$ cat src/rtl/router_fsm_if.sv
// Control bundle between the router input-side sequencer and its neighbours
// (router_sync, register stage, source). The sequencer is the master side.
interface router_fsm_if;
    // Toward the sequencer
    logic       pkt_valid;
    logic [1:0] data_in;
    logic       fifo_full;
    logic       fifo_empty_0;
    logic       fifo_empty_1;
    logic       fifo_empty_2;
    logic       soft_reset_0;
    logic       soft_reset_1;
    logic       soft_reset_2;
    logic       parity_done;
    logic       low_pkt_valid;

    // From the sequencer
    logic       detect_add;
    logic       lfd_state;
    logic       ld_state;
    logic       laf_state;
    logic       full_state;
    logic       write_enb_reg;
    logic       rst_int_reg;
    logic       busy;
    logic       drop_pkt;

    modport master (
        input  pkt_valid, data_in, fifo_full,
        input  fifo_empty_0, fifo_empty_1, fifo_empty_2,
        input  soft_reset_0, soft_reset_1, soft_reset_2,
        input  parity_done, low_pkt_valid,
        output detect_add, lfd_state, ld_state, laf_state, full_state,
        output write_enb_reg, rst_int_reg, busy, drop_pkt
    );

    modport slave (
        output pkt_valid, data_in, fifo_full,
        output fifo_empty_0, fifo_empty_1, fifo_empty_2,
        output soft_reset_0, soft_reset_1, soft_reset_2,
        output parity_done, low_pkt_valid,
        input  detect_add, lfd_state, ld_state, laf_state, full_state,
        input  write_enb_reg, rst_int_reg, busy, drop_pkt
    );
endinterface

$ cat src/rtl/router_fsm.sv
// Router input-side packet sequencer. Decodes the header address, then walks the
// header / payload / parity loads into the register stage and destination FIFO.
// Moore machine: every output is a registered decode of the state.
// Optional feature: define ROUTER_FSM_WAIT_TIMEOUT_EN to bound the time spent in
// WAIT_TILL_EMPTY to WAIT_LIMIT+1 cycles, after which the packet is dropped.
module router_fsm #(
    parameter int unsigned WAIT_LIMIT = 63,
    parameter int unsigned CNT_W      = 6
) (
    input logic         clock,
    input logic         resetn,
    router_fsm_if.master bus
);

    if (WAIT_LIMIT >= (1 << CNT_W)) begin : g_limit_check
        $error("WAIT_LIMIT does not fit in CNT_W bits");
    end

    typedef enum logic [2:0] {
        StDecodeAddress    = 3'd0,
        StWaitTillEmpty    = 3'd1,
        StLoadFirstData    = 3'd2,
        StLoadData         = 3'd3,
        StFifoFullState    = 3'd4,
        StLoadAfterFull    = 3'd5,
        StLoadParity       = 3'd6,
        StCheckParityError = 3'd7
    } state_e;

    state_e     state_q, state_d;
    logic [1:0] addr_q;
    logic       drop_d;
    logic       hdr_empty;   // empty flag of the port named by the incoming header
    logic       addr_empty;  // empty flag of the latched destination port
    logic       addr_soft_reset;

`ifdef ROUTER_FSM_WAIT_TIMEOUT_EN
    logic [CNT_W-1:0] wait_cnt_q;
`endif

    // Per-port flag selection by header byte and by latched address
    always_comb begin
        hdr_empty       = 1'b0;
        addr_empty      = 1'b0;
        addr_soft_reset = 1'b0;
        case (bus.data_in)
            2'd0:    hdr_empty = bus.fifo_empty_0;
            2'd1:    hdr_empty = bus.fifo_empty_1;
            2'd2:    hdr_empty = bus.fifo_empty_2;
            default: hdr_empty = 1'b0;
        endcase
        case (addr_q)
            2'd0: begin
                addr_empty      = bus.fifo_empty_0;
                addr_soft_reset = bus.soft_reset_0;
            end
            2'd1: begin
                addr_empty      = bus.fifo_empty_1;
                addr_soft_reset = bus.soft_reset_1;
            end
            2'd2: begin
                addr_empty      = bus.fifo_empty_2;
                addr_soft_reset = bus.soft_reset_2;
            end
            default: begin
                addr_empty      = 1'b0;
                addr_soft_reset = 1'b0;
            end
        endcase
    end

    // Next-state logic; soft reset of the active port overrides every state but decode
    always_comb begin
        state_d = state_q;
        drop_d  = 1'b0;
        case (state_q)
            StDecodeAddress: begin
                if (bus.pkt_valid && bus.data_in != 2'd3) begin
                    state_d = hdr_empty ? StLoadFirstData : StWaitTillEmpty;
                end
            end
            StWaitTillEmpty: begin
                if (addr_empty) begin
                    state_d = StLoadFirstData;
`ifdef ROUTER_FSM_WAIT_TIMEOUT_EN
                end else if (wait_cnt_q == CNT_W'(WAIT_LIMIT)) begin
                    state_d = StDecodeAddress;
                    drop_d  = 1'b1;
`endif
                end
            end
            StLoadFirstData: state_d = StLoadData;
            StLoadData: begin
                // full wins over end-of-packet
                if (bus.fifo_full) begin
                    state_d = StFifoFullState;
                end else if (!bus.pkt_valid) begin
                    state_d = StLoadParity;
                end
            end
            StFifoFullState: begin
                if (!bus.fifo_full) begin
                    state_d = StLoadAfterFull;
                end
            end
            StLoadAfterFull: begin
                if (bus.parity_done) begin
                    state_d = StDecodeAddress;
                end else if (bus.low_pkt_valid) begin
                    state_d = StLoadParity;
                end else begin
                    state_d = StLoadData;
                end
            end
            StLoadParity: state_d = StCheckParityError;
            StCheckParityError: begin
                state_d = bus.fifo_full ? StFifoFullState : StDecodeAddress;
            end
            default: state_d = StDecodeAddress;
        endcase

        if (state_q != StDecodeAddress && addr_soft_reset) begin
            state_d = StDecodeAddress;
            drop_d  = 1'b0;
        end
    end

    // State, address latch and registered output decode
    always_ff @(posedge clock) begin
        if (!resetn) begin
            state_q           <= StDecodeAddress;
            addr_q            <= 2'd0;
            bus.detect_add    <= 1'b1;
            bus.lfd_state     <= 1'b0;
            bus.ld_state      <= 1'b0;
            bus.laf_state     <= 1'b0;
            bus.full_state    <= 1'b0;
            bus.write_enb_reg <= 1'b0;
            bus.rst_int_reg   <= 1'b0;
            bus.busy          <= 1'b0;
            bus.drop_pkt      <= 1'b0;
        end else begin
            state_q <= state_d;
            if (state_q == StDecodeAddress && bus.pkt_valid && bus.data_in != 2'd3) begin
                addr_q <= bus.data_in;
            end
            // Decoding state_d keeps the outputs aligned with state_q
            bus.detect_add    <= (state_d == StDecodeAddress);
            bus.lfd_state     <= (state_d == StLoadFirstData);
            bus.ld_state      <= (state_d == StLoadData);
            bus.laf_state     <= (state_d == StLoadAfterFull);
            bus.full_state    <= (state_d == StFifoFullState);
            bus.write_enb_reg <= (state_d == StLoadData) || (state_d == StLoadParity) ||
                                 (state_d == StLoadAfterFull);
            bus.rst_int_reg   <= (state_d == StCheckParityError);
            bus.busy          <= (state_d != StDecodeAddress) && (state_d != StLoadData);
            bus.drop_pkt      <= drop_d;
        end
    end

`ifdef ROUTER_FSM_WAIT_TIMEOUT_EN
    // Cycles spent in WAIT_TILL_EMPTY; cleared on entry
    always_ff @(posedge clock) begin
        if (!resetn) begin
            wait_cnt_q <= '0;
        end else if (state_q != StWaitTillEmpty) begin
            wait_cnt_q <= '0;
        end else if (wait_cnt_q != CNT_W'(WAIT_LIMIT)) begin
            wait_cnt_q <= wait_cnt_q + 1'b1;
        end
    end
`endif

endmodule

$ cat src/flat_wrapper.sv
// flat-port wrapper written by rule: the top's interface ports become plain ports
module router_fsm_flat 
#(
    parameter int unsigned WAIT_LIMIT = 63,
    parameter int unsigned CNT_W      = 6
)
  (clock, resetn, bus_pkt_valid, bus_data_in, bus_fifo_full, bus_fifo_empty_0, bus_fifo_empty_1, bus_fifo_empty_2, bus_soft_reset_0, bus_soft_reset_1, bus_soft_reset_2, bus_parity_done, bus_low_pkt_valid, bus_detect_add, bus_lfd_state, bus_ld_state, bus_laf_state, bus_full_state, bus_write_enb_reg, bus_rst_int_reg, bus_busy, bus_drop_pkt);
  router_fsm_if bus_i ();
  input logic clock;
  input logic resetn;
  input wire logic [$bits(bus_i.pkt_valid)-1:0] bus_pkt_valid;
  input wire logic [$bits(bus_i.data_in)-1:0] bus_data_in;
  input wire logic [$bits(bus_i.fifo_full)-1:0] bus_fifo_full;
  input wire logic [$bits(bus_i.fifo_empty_0)-1:0] bus_fifo_empty_0;
  input wire logic [$bits(bus_i.fifo_empty_1)-1:0] bus_fifo_empty_1;
  input wire logic [$bits(bus_i.fifo_empty_2)-1:0] bus_fifo_empty_2;
  input wire logic [$bits(bus_i.soft_reset_0)-1:0] bus_soft_reset_0;
  input wire logic [$bits(bus_i.soft_reset_1)-1:0] bus_soft_reset_1;
  input wire logic [$bits(bus_i.soft_reset_2)-1:0] bus_soft_reset_2;
  input wire logic [$bits(bus_i.parity_done)-1:0] bus_parity_done;
  input wire logic [$bits(bus_i.low_pkt_valid)-1:0] bus_low_pkt_valid;
  output wire logic [$bits(bus_i.detect_add)-1:0] bus_detect_add;
  output wire logic [$bits(bus_i.lfd_state)-1:0] bus_lfd_state;
  output wire logic [$bits(bus_i.ld_state)-1:0] bus_ld_state;
  output wire logic [$bits(bus_i.laf_state)-1:0] bus_laf_state;
  output wire logic [$bits(bus_i.full_state)-1:0] bus_full_state;
  output wire logic [$bits(bus_i.write_enb_reg)-1:0] bus_write_enb_reg;
  output wire logic [$bits(bus_i.rst_int_reg)-1:0] bus_rst_int_reg;
  output wire logic [$bits(bus_i.busy)-1:0] bus_busy;
  output wire logic [$bits(bus_i.drop_pkt)-1:0] bus_drop_pkt;
  assign bus_i.pkt_valid = bus_pkt_valid;
  assign bus_i.data_in = bus_data_in;
  assign bus_i.fifo_full = bus_fifo_full;
  assign bus_i.fifo_empty_0 = bus_fifo_empty_0;
  assign bus_i.fifo_empty_1 = bus_fifo_empty_1;
  assign bus_i.fifo_empty_2 = bus_fifo_empty_2;
  assign bus_i.soft_reset_0 = bus_soft_reset_0;
  assign bus_i.soft_reset_1 = bus_soft_reset_1;
  assign bus_i.soft_reset_2 = bus_soft_reset_2;
  assign bus_i.parity_done = bus_parity_done;
  assign bus_i.low_pkt_valid = bus_low_pkt_valid;
  assign bus_detect_add = bus_i.detect_add;
  assign bus_lfd_state = bus_i.lfd_state;
  assign bus_ld_state = bus_i.ld_state;
  assign bus_laf_state = bus_i.laf_state;
  assign bus_full_state = bus_i.full_state;
  assign bus_write_enb_reg = bus_i.write_enb_reg;
  assign bus_rst_int_reg = bus_i.rst_int_reg;
  assign bus_busy = bus_i.busy;
  assign bus_drop_pkt = bus_i.drop_pkt;
  router_fsm #(.WAIT_LIMIT(WAIT_LIMIT), .CNT_W(CNT_W)) u_core (.clock(clock), .resetn(resetn), .bus(bus_i));
endmodule
$ cat config.mk
export PLATFORM = sky130hd
export DESIGN_NAME = router_fsm_flat
export DESIGN_NICKNAME = d
export VERILOG_FILES = /design/src/rtl/router_fsm_if.sv /design/src/rtl/router_fsm.sv /design/src/flat_wrapper.sv
export SDC_FILE = /design/constraint.sdc
export NUM_CORES = 1
export LEC_CHECK = 0
export CAP_MARGIN = 20
export CORE_MARGIN = 2
export CORE_UTILIZATION = 45
export DETAILED_ROUTE_END_ITERATION = 16
export PLACE_DENSITY = 0.76
export SYNTH_ARGS = -nofsm -noshare
export SYNTH_HDL_FRONTEND = slang
export SYNTH_SLANG_ARGS = --single-unit
$ cat constraint.sdc
create_clock -name clock -period 4.7 [get_ports clock]
set_input_delay 0.705 -clock clock [delete_from_list [all_inputs] [get_ports clock]]
set_output_delay 0.705 -clock clock [all_outputs]
set_load 0.02 [all_outputs]
==> results of run 1 <==
[power by group through the flow]
stage               Sequential (mW)  Clock (mW)  Combinational [mW]
floorplan                     0.163           0               0.143
global placement              0.156           0               0.191
detailed placement            0.157           0               0.195
CTS                           0.154      0.0703               0.195
global route                  0.157      0.0745               0.215
finish                        0.154      0.0676               0.196
[through the flow]
stage / util, % / setup slack (ns) / hold WS, ns
2_1_floorplan: - / 2.56 / 0.489
5_1_grt: 63.1 / 2.15 / 0.583
3_5_place_dp: 61.4 / 1.94 / 0.534
4_1_cts: 63.1 / 2.26 / 0.542
6_report: 63.1 / 2.24 / 0.532
3_3_place_gp: 61.4 / 1.97 / 0.526
[tightest hold or removal path: cells and delay by family, from the launching register on]
kind	cells	cell delay [ns]
DFF	1	0.34
and+or+nand+nor	2	0.15
[layer usage]
| metal | wire [um] | global-route usage (%) | vias to the layer above |
|---|---|---|---|
| met1 | 745 | 22.7 | 308 |
| met2 | 705 | 29.3 | 19 |
| met5 | 0 | 0 | - |
| li1 | - | - | 343 |
| met4 | 10 | 3.53 | 0 |
| met3 | 132 | 6.40 | 2 |
[final timing paths]
kind	to	slack, ns
setup / recovery	u_core.bus.detect_add$_SDFF_PN1_	2.24
setup reg to reg	u_core.bus.detect_add$_SDFF_PN1_	2.69
hold reg to reg	u_core.addr_q[0]$_SDFFE_PN0P_	0.53
hold / removal	u_core.addr_q[0]$_SDFFE_PN0P_	0.53
[area by class of cell]
type | count | area (sq um)
Sequential cell | 13 | 260
Clock buffer | 4 | 26.3
Inverter | 4 | 15.0
Multi-Input combinational cell | 60 | 440
Fill cell | 140 | 569
Tap cell | 16 | 20.0
Timing Repair Buffer | 21 | 210
[cells in the final DEF (no fill, tap or decap), types with 2 or more instances in the layout]
master	synthesis	final
clkdlybuf4s50_1	0	21
dfxtp_1	13	13
nor2_1	10	10
nor2b_1	7	7
nor3_1	4	4
o211ai_1	4	4
inv_1	4	4
a211o_1	3	3
clkbuf_4	0	3
mux2_2	2	2
nand2b_1	2	2
a211oi_1	2	2
nand2_1	2	2
[logic make-up (layout without fill, tap and decap cells)]
kind of cell,count (synthesis),after routing
compound gates,22,22
buf+inv,8,29
flops,13,13
mux,3,3
other cells,1,1
simple gates,34,34
==> metrics.md, run 1 <==
| Metric | Value |
|---|---|
| Setup Buffers After CTS | `0` |
| H-tree depth | `1` |
| Post-route minimum period | `2.46 ns` |
| Syn nets | `95` |
| Max Cap Viol | `0` |
| Yosys reg bits | `13` |
| Post-synth ARST share | `0%` |
| Area share of the largest cell type after synthesis | `34.7%` |
| Outcome | `finished clean` |
| Initial antenna violation count | `0` |
| EDFF count, synth | `0` |
| Clk_skew | `0.00176 ns` |
| Total net switching power | `160 uW` |
| CP required | `4.87 ns` |
| Fin area | `972 sq um` |
| Mux cell area share after synthesis | `4.33%` |
| Int Power | `258 uW` |
| Area growth, synth to finish | `29.5%` |
| GRT Total Usage | `17.8%` |
| Synthesized area per cell | `9.27 sq um` |
| Clock share of power | `16.2%` |
| Biggest regs | `u_core.state_q: 3 flops, u_core.addr_q: 2 flops` |
| Sw Share | `38.2%` |
| CP Launch Point | `bus_pkt_valid` |
| Startpoint class of the critical path | `primary input` |
| Hold depth | `2` |
| Synth unique cells | `38` |
| Final Hold Viols | `0` |
| Detail Placement HPWL | `1.26 mm` |
| Core box area | `1540 sq um` |
| Critical path class | `primary input to flop` |
| Initial Util | `48.7%` |
| HP Class | `flop to flop` |
| Synth Area in Compound Gates | `28.5%` |
| Xor/xnor share of the synthesized area | `0%` |
| Critical-path cell list | `clkdlybuf4s50_1 > or3b_4 > a221oi_2 > a32oi_2 > or2_1 > a31o_1` |
| ANT nets after route | `0` |
| First-pass DRT Iterations | `4` |
| Gr ovfl total | `0` |
| Reg power frac | `36.9%` |
| Placed Cells | `114` |
| Hold_sp | `u_core.addr_q[0]$_SDFFE_PN0P_` |
| CTS Buf Count | `3` |
| Most frequent cell after synthesis | `dfxtp_1` |
| Worst skew pair latency | `0.28 ns` |
| Routed via count | `672` |
| Syn Inst Count | `81` |
| Top cells by instance count after synthesis | `dfxtp_1 (13), nor2_1 (10), nor2b_1 (7)` |
| Primary FF master, synth | `dfxtp_1` |
| Final Cycle Share | `52.4%` |
| DRC | `0` |
| Slew Limit Fails | `0` |
| Area contributors post-synth | `dfxtp_1 (35%), nor2b_1 (5.8%), nor2_1 (5.0%)` |
| Seq/Total Area, Yosys | `34.7%` |
| Final Non-Filler Cells | `118` |
| RSZ-0062 raised after global routing | `false` |
| Adder-cell area share of the yosys netlist | `0%` |
| Final TNS setup | `0 ns` |
| CTS hold repair buffers | `0` |
| Layout cells sized above 1 | `10.8%` |
| TritonCTS Sinks | `13` |
| Reg2Reg Launch Point | `u_core.addr_q[1]$_SDFFE_PN0P_` |
| Family with the most delay on the worst path | `simple AND/OR/NAND/NOR gates` |
| Ys Warns | `0` |
| Final setup fails | `0` |
| Power density over the cells | `430 nW/um^2` |
| Row count | `14` |
| Leading area contributor after synthesis | `dfxtp_1` |
| Slowest cell on crit path | `clkdlybuf4s50_1` |
| Placed instance area | `946 sq um` |
| Die area | `2010 sq um` |
| Comb power frac | `46.9%` |
| Max FFs per register | `3` |
| CTS clk-pin slew, worst paths | `0.07 ns` |
| Mapped Area | `751 sq um` |
| Buffers on Ports | `21` |
| Leakage power | `0.368 nW` |
| Design Power | `418 uW` |
| Worst R2R Path Depth | `5` |
| Peak VDD IR | `0.309 mV` |
| Antenna diode count | `0` |
| Nets | `117` |
| Starting DRT DRC Count | `23` |
| CTS tree | `done` |
| Wire per inst | `13.5 um` |
| Largest net degree at the start of global routing | `12` |
| Clk buf depth | `2` |
| Crit path DAT | `2.64 ns` |
| Die W | `44.8 um` |
| Synthesized-area fraction occupied by and/or/nand/nor cells | `25.3%` |
| Largest family of logic cells by synthesized area | `compound AO/OA/AOI/OAI gates` |
| First-pass GRT wire length | `2.70 mm` |
| CP Depth | `6` |
| Nature of the critical path endpoint | `flop` |
| Crit Path Max Fanout | `7` |
| CP max stage delay | `0.54 ns` |
| Cts repair resizes | `0` |
| Worst Path Buf+Inv | `1` |
| Vias in the first global route | `639` |
| Aggregate routed wire length | `1.59 mm` |
| I/O pin total | `23` |
| Biggest register | `u_core.state_q` |
| Die Y | `44.8 um` |
| Vias per cell | `5.69` |
| Fmax | `406 MHz` |
| CTS Root Cell | `clkbuf_4` |
| Final GP Congestion | `0.880` |
No activity file was read; power rests on OpenSTA's default activity.
==> inputs of run 2 (changes only) <==
==> constraint.sdc (replaced) <==
create_clock -name clock -period 2.3 [get_ports clock]
set_input_delay 0.345 -clock clock [delete_from_list [all_inputs] [get_ports clock]]
set_output_delay 0.345 -clock clock [all_outputs]
set_load 0.02 [all_outputs]
==> run 2 against run 1 <==
Against the previous run:
- critical path depth unchanged
- global-route usage increased by 1.4 points
- final cell count increased by 4.2%
- die area unchanged
- utilization increased by 2.4 points
- register-to-register slack got worse by 2.4 ns
==> metrics.md, run 2 (synthesized netlist as in run 1, its figures left out) <==
| Metric | Value |
|---|---|
| Initial antenna violation count | `0 (unchanged)` |
| Routed via count | `718 (+6.8%)` |
| CTS clk-pin slew, worst paths | `0.07 ns (about the same)` |
| Final Hold Viols | `0 (unchanged)` |
| CP required | `2.47 ns (-2.40 ns)` |
| Clock share of power | `15.4% (-0.8 points)` |
| Fmax | `489 MHz` |
| Area of the multi-input gates | `440 sq um (unchanged)` |
| Nets | `122 (+4.3%)` |
| Aggregate routed wire length | `1.80 mm (+13%)` |
| Max FFs per register | `3 (unchanged)` |
| Outcome | `finished clean` |
| Slew Limit Fails | `0 (unchanged)` |
| CTS hold repair buffers | `0 (unchanged)` |
| Critical path class | `primary input to flop` |
| Clk buf depth | `2 (unchanged)` |
| Clk_skew | `0.00483 ns (+0.00307 ns)` |
| Worst R2R Path Depth | `5 (unchanged)` |
| TritonCTS Sinks | `13 (unchanged)` |
| Setup Buffers After CTS | `0 (unchanged)` |
| Biggest regs | `u_core.state_q: 3 flops, u_core.addr_q: 2 flops` |
| Vias in the first global route | `693 (+8.5%)` |
| Die Y | `44.8 um (unchanged)` |
| Fill cells | `134 (-4.3%)` |
| Biggest register | `u_core.state_q` |
| Detail Placement HPWL | `1.37 mm (+9.0%)` |
| Reg power frac | `35.7% (-1.2 points)` |
| Power density over the cells | `873 nW/um^2 (+100%)` |
| Crit Path Max Fanout | `7 (unchanged)` |
| Int Power | `548 uW (+110%)` |
| Antenna diode count | `0 (unchanged)` |
| Final setup fails | `0 (unchanged)` |
| Post-route minimum period | `2.05 ns` |
| Layout cells sized above 1 | `15.0% (+4.2 points)` |
| HP Class | `flop to flop` |
| CTS tree | `done` |
| Core box area | `1540 sq um (unchanged)` |
| Fin area | `1010 sq um (+3.9%)` |
| Final Cycle Share | `88.9%` |
| First-pass DRT Iterations | `5 (+1)` |
| Hold depth | `2 (unchanged)` |
| DRC | `0 (unchanged)` |
| Register area | `260 sq um (unchanged)` |
| Initial Util | `48.7% (unchanged)` |
| Vias per cell | `5.84 (+2.5%)` |
| Comb power frac | `48.9% (+2.0 points)` |
| Starting DRT DRC Count | `12 (-48%)` |
| Startpoint class of the critical path | `primary input` |
| Final Util | `65.5% (+2.4 points)` |
| Nature of the critical path endpoint | `flop` |
| Wire per inst | `14.6 um (+8.2%)` |
| Largest net degree at the start of global routing | `12 (unchanged)` |
| H-tree depth | `1 (unchanged)` |
| Gr ovfl total | `0 (unchanged)` |
| Commonest non-fill, non-tap cells in the layout | `clkdlybuf4s50_1 (21), dfxtp_1 (13), nor2_1 (10)` |
| First-pass GRT wire length | `2.92 mm (+8.2%)` |
| Sw Share | `37.8% (-0.36 points)` |
| ANT nets after route | `0 (unchanged)` |
| I/O pin total | `23 (unchanged)` |
| Final GP Congestion | `0.807 (-8.2%)` |
| Area growth, synth to finish | `34.5%` |
| Most common cell after layout, fill and taps aside | `clkdlybuf4s50_1` |
| Design Power | `881 uW (+110%)` |
| Leakage power | `0.392 nW (+6.5%)` |
| Cts repair resizes | `0 (unchanged)` |
| RSZ-0062 raised after global routing | `false` |
| Final TNS setup | `0 ns (unchanged)` |
| Total net switching power | `333 uW (+110%)` |
| Crit path DAT | `2.21 ns (-0.43 ns)` |
| Die area | `2010 sq um (unchanged)` |
| Placed instance area | `983 sq um (+4.0%)` |
| Peak VDD IR | `0.577 mV (+87%)` |
| GRT Total Usage | `19.3% (+1.4 points)` |
| Max Cap Viol | `0 (unchanged)` |
| CTS Root Cell | `clkbuf_4` |
| Die W | `44.8 um (unchanged)` |
| Worst skew pair latency | `0.27 ns (about the same)` |
| Buffers on Ports | `21 (unchanged)` |
| Row count | `14 (unchanged)` |
| CTS Buf Count | `3 (unchanged)` |
run 2: changes by cell type in the layout (fill, tap and decap cells not counted), sizes merged:
cell | before | now
buf | 0 | 5
run 2: path summary, 6_finish.rpt:
path	from	end	slack [ns]
setup / recovery	bus_data_in[1]	u_core.bus.detect_add$_SDFF_PN1_	0.25
hold / removal	u_core.addr_q[0]$_SDFFE_PN0P_	u_core.addr_q[0]$_SDFFE_PN0P_	0.54
setup reg to reg	u_core.addr_q[1]$_SDFFE_PN0P_	u_core.bus.detect_add$_SDFF_PN1_	0.31
hold reg to reg	u_core.addr_q[0]$_SDFFE_PN0P_	u_core.addr_q[0]$_SDFFE_PN0P_	0.54
run 2: cell type report:
class                           count  area share [%]
Clock buffer                        4            2.60
Inverter                            4            1.49
Multi-Input combinational cell     60            43.6
Sequential cell                    13            25.8
Tap cell                           16            1.98
Timing Repair Buffer               26            24.5
run 2: worst max-delay path, stage by stage:
cell and delay (ns):
clkdlybuf4s50_1 0.50, mux2_2 0.35, o311ai_1 0.33, a32oi_2 0.11, or2_1 0.33, a31o_1 0.24
run 2: power by group through the flow:
stage	clock, mW	sequential, mW	combinational [mW]
floorplan	0	0.332	0.292
global route	0.146	0.323	0.465
finish	0.136	0.315	0.430
detailed placement	0	0.319	0.425
CTS	0.137	0.315	0.430
global placement	0	0.318	0.416
run 2: layer usage:
layer	wire [um]	vias up	global-route usage, %
li1	-	351	-
met1	780	330	24.8
met2	851	35	31.3
met4	6	0	4.71
met3	158	2	6.40
met5	0	-	0
run 2: per-stage QoR:
stage	hold slack (ns)	instances	worst slack, ns
final	0.539	123	0.255
after global routing	0.555	123	0.146
after CTS	0.542	123	0.252
after detailed placement	0.536	119	-0.0239
after global placement	0.526	119	-0.000218
after floorplan	0.489	81	0.410
==> inputs of run 3 (changes only) <==
--- a/config.mk
+++ b/config.mk
@@ -5,11 +5,13 @@
 export SDC_FILE = /design/constraint.sdc
 export NUM_CORES = 1
 export LEC_CHECK = 0
+export ABC_AREA = 1
 export CAP_MARGIN = 20
 export CORE_MARGIN = 2
 export CORE_UTILIZATION = 45
 export DETAILED_ROUTE_END_ITERATION = 16
-export PLACE_DENSITY = 0.76
+export GPL_ROUTABILITY_DRIVEN = 0
+export PLACE_DENSITY = 0.75
 export SYNTH_ARGS = -nofsm -noshare
 export SYNTH_HDL_FRONTEND = slang
 export SYNTH_SLANG_ARGS = --single-unit
==> run 3 against run 2 <==
Against the previous run:
- synthesized cell count increased by 46%
- critical path type unchanged
- power increased by 31%
- die area increased by 6.5%
- via count increased by 7.1%
- sequential power increased by 9.8%
- critical endpoint is now u_core.bus.busy$_SDFF_PN0_
- non-clock buffer count decreased by 5
- clock skew about the same
- critical path depth increased by 4
- final area increased by 4.3%
==> metrics.md, run 3 <==
| Metric | Value |
|---|---|
| Vias per cell | `4.63 (-21%)` |
| Syn nets | `132 (+39%)` |
| Fin area | `1050 sq um (+4.3%)` |
| Final setup fails | `0 (unchanged)` |
| Core box area | `1710 sq um (+11%)` |
| Total net switching power | `539 uW (+62%)` |
| Synthesized area per cell | `6.82 sq um (-26%)` |
| Critical-path cell list | `clkdlybuf4s50_1 > inv_1 > a21oi_1 > nand3_1 > nand2_1 > nand2_2 > nor2_2 > nand2_1 > nor2_1 > nor2_1` |
| Comb power frac | `57.7% (+8.8 points)` |
| Initial antenna violation count | `0 (unchanged)` |
| Mapped Area | `805 sq um (+7.2%)` |
| Die W | `46.3 um (+3.2%)` |
| Vias in the first global route | `636 (-8.2%)` |
| Final Hold Viols | `0 (unchanged)` |
| Crit Path Max Fanout | `3 (-4)` |
| Sw Share | `46.7% (+8.9 points)` |
| Leakage power | `0.497 nW (+27%)` |
| Reg power frac | `30.0% (-5.7 points)` |
| Max FFs per register | `3 (unchanged)` |
| CTS tree | `done` |
| Fmax | `627 MHz (+28%)` |
| Placed Cells | `162 (+36%)` |
| Gr ovfl total | `0 (unchanged)` |
| Mux cell area share after synthesis | `0% (-4.3 points)` |
| Aggregate routed wire length | `1.63 mm (-9.3%)` |
| Peak VDD IR | `0.671 mV (+16%)` |
| Nature of the critical path endpoint | `flop` |
| Layout cells sized above 1 | `19.1% (+4.2 points)` |
| Worst skew pair latency | `0.28 ns (about the same)` |
| Antenna diode count | `0 (unchanged)` |
| EDFF count, synth | `0 (unchanged)` |
| Commonest non-fill, non-tap cells in the layout | `nand2_1 (25), clkdlybuf4s50_1 (21), nand3_1 (19)` |
| Area share of the largest cell type after synthesis | `32.3% (-2.3 points)` |
| Final Cycle Share | `69.3% (-20 points)` |
| Seq/Total Area, Yosys | `32.3% (-2.3 points)` |
| Initial Util | `47.1% (-1.6 points)` |
| Die Y | `46.3 um (+3.2%)` |
| Die area | `2140 sq um (+6.5%)` |
| Hold WS | `0.593 ns (+0.0545 ns)` |
| Largest family of logic cells by synthesized area | `simple AND/OR/NAND/NOR gates` |
| Clk buf depth | `2 (unchanged)` |
| TritonCTS Sinks | `13 (unchanged)` |
| Post-route minimum period | `1.59 ns (-0.451 ns)` |
| Routed via count | `769 (+7.1%)` |
| Outcome | `finished clean` |
| Detail Placement HPWL | `1.33 mm (-3.2%)` |
| Crit path DAT | `1.78 ns (-0.43 ns)` |
| Int Power | `614 uW (+12%)` |
| Max Cap Viol | `0 (unchanged)` |
| Primary FF master, synth | `dfxtp_1` |
| Placed instance area | `1030 sq um (+4.5%)` |
| CTS clk-pin slew, worst paths | `0.08 ns (about the same)` |
| ANT nets after route | `0 (unchanged)` |
| First-pass GRT wire length | `2.56 mm (-12%)` |
| Xor/xnor share of the synthesized area | `0% (unchanged)` |
| Cts repair resizes | `0 (unchanged)` |
| Clk_skew | `0.00489 ns (+0.0000587 ns)` |
| CP required | `2.48 ns (about the same)` |
| Wire per inst | `9.82 um (-33%)` |
| I/O pin total | `23 (unchanged)` |
| HP Class | `flop to flop` |
| Area contributors post-synth | `dfxtp_1 (32%), nand3_1 (12%), nand2_1 (12%)` |
| Most common cell after layout, fill and taps aside | `nand2_1` |
| H-tree depth | `1 (unchanged)` |
| Ys Warns | `0 (unchanged)` |
| First-pass DRT Iterations | `5 (unchanged)` |
| CTS Buf Count | `3 (unchanged)` |
| Slew Limit Fails | `0 (unchanged)` |
| Post-synth ARST share | `0% (unchanged)` |
| RSZ-0062 raised after global routing | `false` |
| Startpoint class of the critical path | `primary input` |
| CP max stage delay | `0.50 ns (about the same)` |
| Power density over the cells | `1090 nW/um^2 (+25%)` |
| Synth unique cells | `22 (-42%)` |
| Setup Buffers After CTS | `0 (unchanged)` |
| Largest net degree at the start of global routing | `9 (-3)` |
| CTS hold repair buffers | `0 (unchanged)` |
| Syn Inst Count | `118 (+46%)` |
| Area growth, synth to finish | `30.9%` |
| Buffers on Ports | `21 (unchanged)` |
| Design Power | `1.15 mW (+31%)` |
| Final Non-Filler Cells | `166 (+35%)` |
| Row count | `15 (+1)` |
| GRT Total Usage | `17.6% (-1.7 points)` |
| Synthesized-area fraction occupied by and/or/nand/nor cells | `50.9% (+26 points)` |
| Biggest register | `u_core.state_q` |
| Adder-cell area share of the yosys netlist | `0% (unchanged)` |
| Nets | `156 (+28%)` |
| Final TNS setup | `0 ns (unchanged)` |
| Yosys reg bits | `13 (unchanged)` |
| Slowest cell on crit path | `clkdlybuf4s50_1` |
| DRC | `0 (unchanged)` |
| Biggest regs | `u_core.state_q: 3 flops, u_core.addr_q: 2 flops` |
| Most frequent cell after synthesis | `nand2_1` |
| Fill cells | `167 (+25%)` |
| Starting DRT DRC Count | `20 (+8)` |
| Critical path class | `primary input to flop` |
| Synth Area in Compound Gates | `4.67% (-24 points)` |
| Clock share of power | `12.3% (-3.1 points)` |
| Leading area contributor after synthesis | `dfxtp_1` |
| CTS Root Cell | `clkbuf_4` |
| Top cells by instance count after synthesis | `nand2_1 (25), nand3_1 (19), inv_1 (16), dfxtp_1 (13), nor2_1 (10)` |
==> run 3: power by group through the flow <==
stage	Clock (mW)	Combinational, mW	Sequential, mW
finish	0.141	0.666	0.346
global route	0.154	0.743	0.351
CTS	0.147	0.669	0.345
detailed placement	0	0.666	0.350
global placement	0	0.649	0.347
floorplan	0	0.462	0.381
==> run 3: per-stage QoR <==
stage / setup slack, ns / util, %
4_1_cts: 0.725 / 61.7
2_1_floorplan: 0.994 / -
3_5_place_dp: 0.419 / 60.1
6_report: 0.706 / 61.7
5_1_grt: 0.525 / 61.7
3_3_place_gp: 0.497 / 60.1
==> run 3: cell families (layout without fill, tap and decap cells) <==
family	Yosys count	in the layout
AOI/OAI and AO/OA	7	7
buffers and inverters	22	45
DFF	13	13
other	1	1
and+or+nand+nor	75	75
==> run 3: path summary, 6_finish.rpt <==
path	startpoint	endpoint	slack, ns	depth (start not counted)
max	bus_pkt_valid	u_core.bus.busy$_SDFF_PN0_	0.71	10
min reg2reg	u_core.addr_q[1]$_SDFFE_PN0P_	u_core.addr_q[1]$_SDFFE_PN0P_	0.59	2
min	u_core.addr_q[1]$_SDFFE_PN0P_	u_core.addr_q[1]$_SDFFE_PN0P_	0.59	2
max reg2reg	u_core.state_q[2]$_SDFF_PN0_	u_core.bus.busy$_SDFF_PN0_	0.77	11
==> run 3: area by class of cell <==
class	instances	area [sq um]	area share (%)
clock buffers	4	26.3	2.49
inverters	20	75.1	7.13
multi-input cells	83	450	42.8
flip-flops and latches	13	260	24.7
well taps	25	31.3	2.97
repair buffers	21	210	20.0
==> run 3: critical path: cells and delay by family <==
| kind | cells | cell delay [ns] |
|---|---|---|
| AO/OA/AOI/OAI | 1 | 0.21 |
| buffers and inverters | 2 | 0.56 |
| AND/OR/NAND/NOR | 7 | 0.67 |
==> run 3: layer usage <==
metal | routed length, um | track usage, % | vias to the layer above
met4 | 19 | 10.3 | 0
met2 | 808 | 27.5 | 19
li1 | - | - | 413
met5 | 0 | 0 | -
met1 | 705 | 20.7 | 335
met3 | 97 | 5.88 | 2
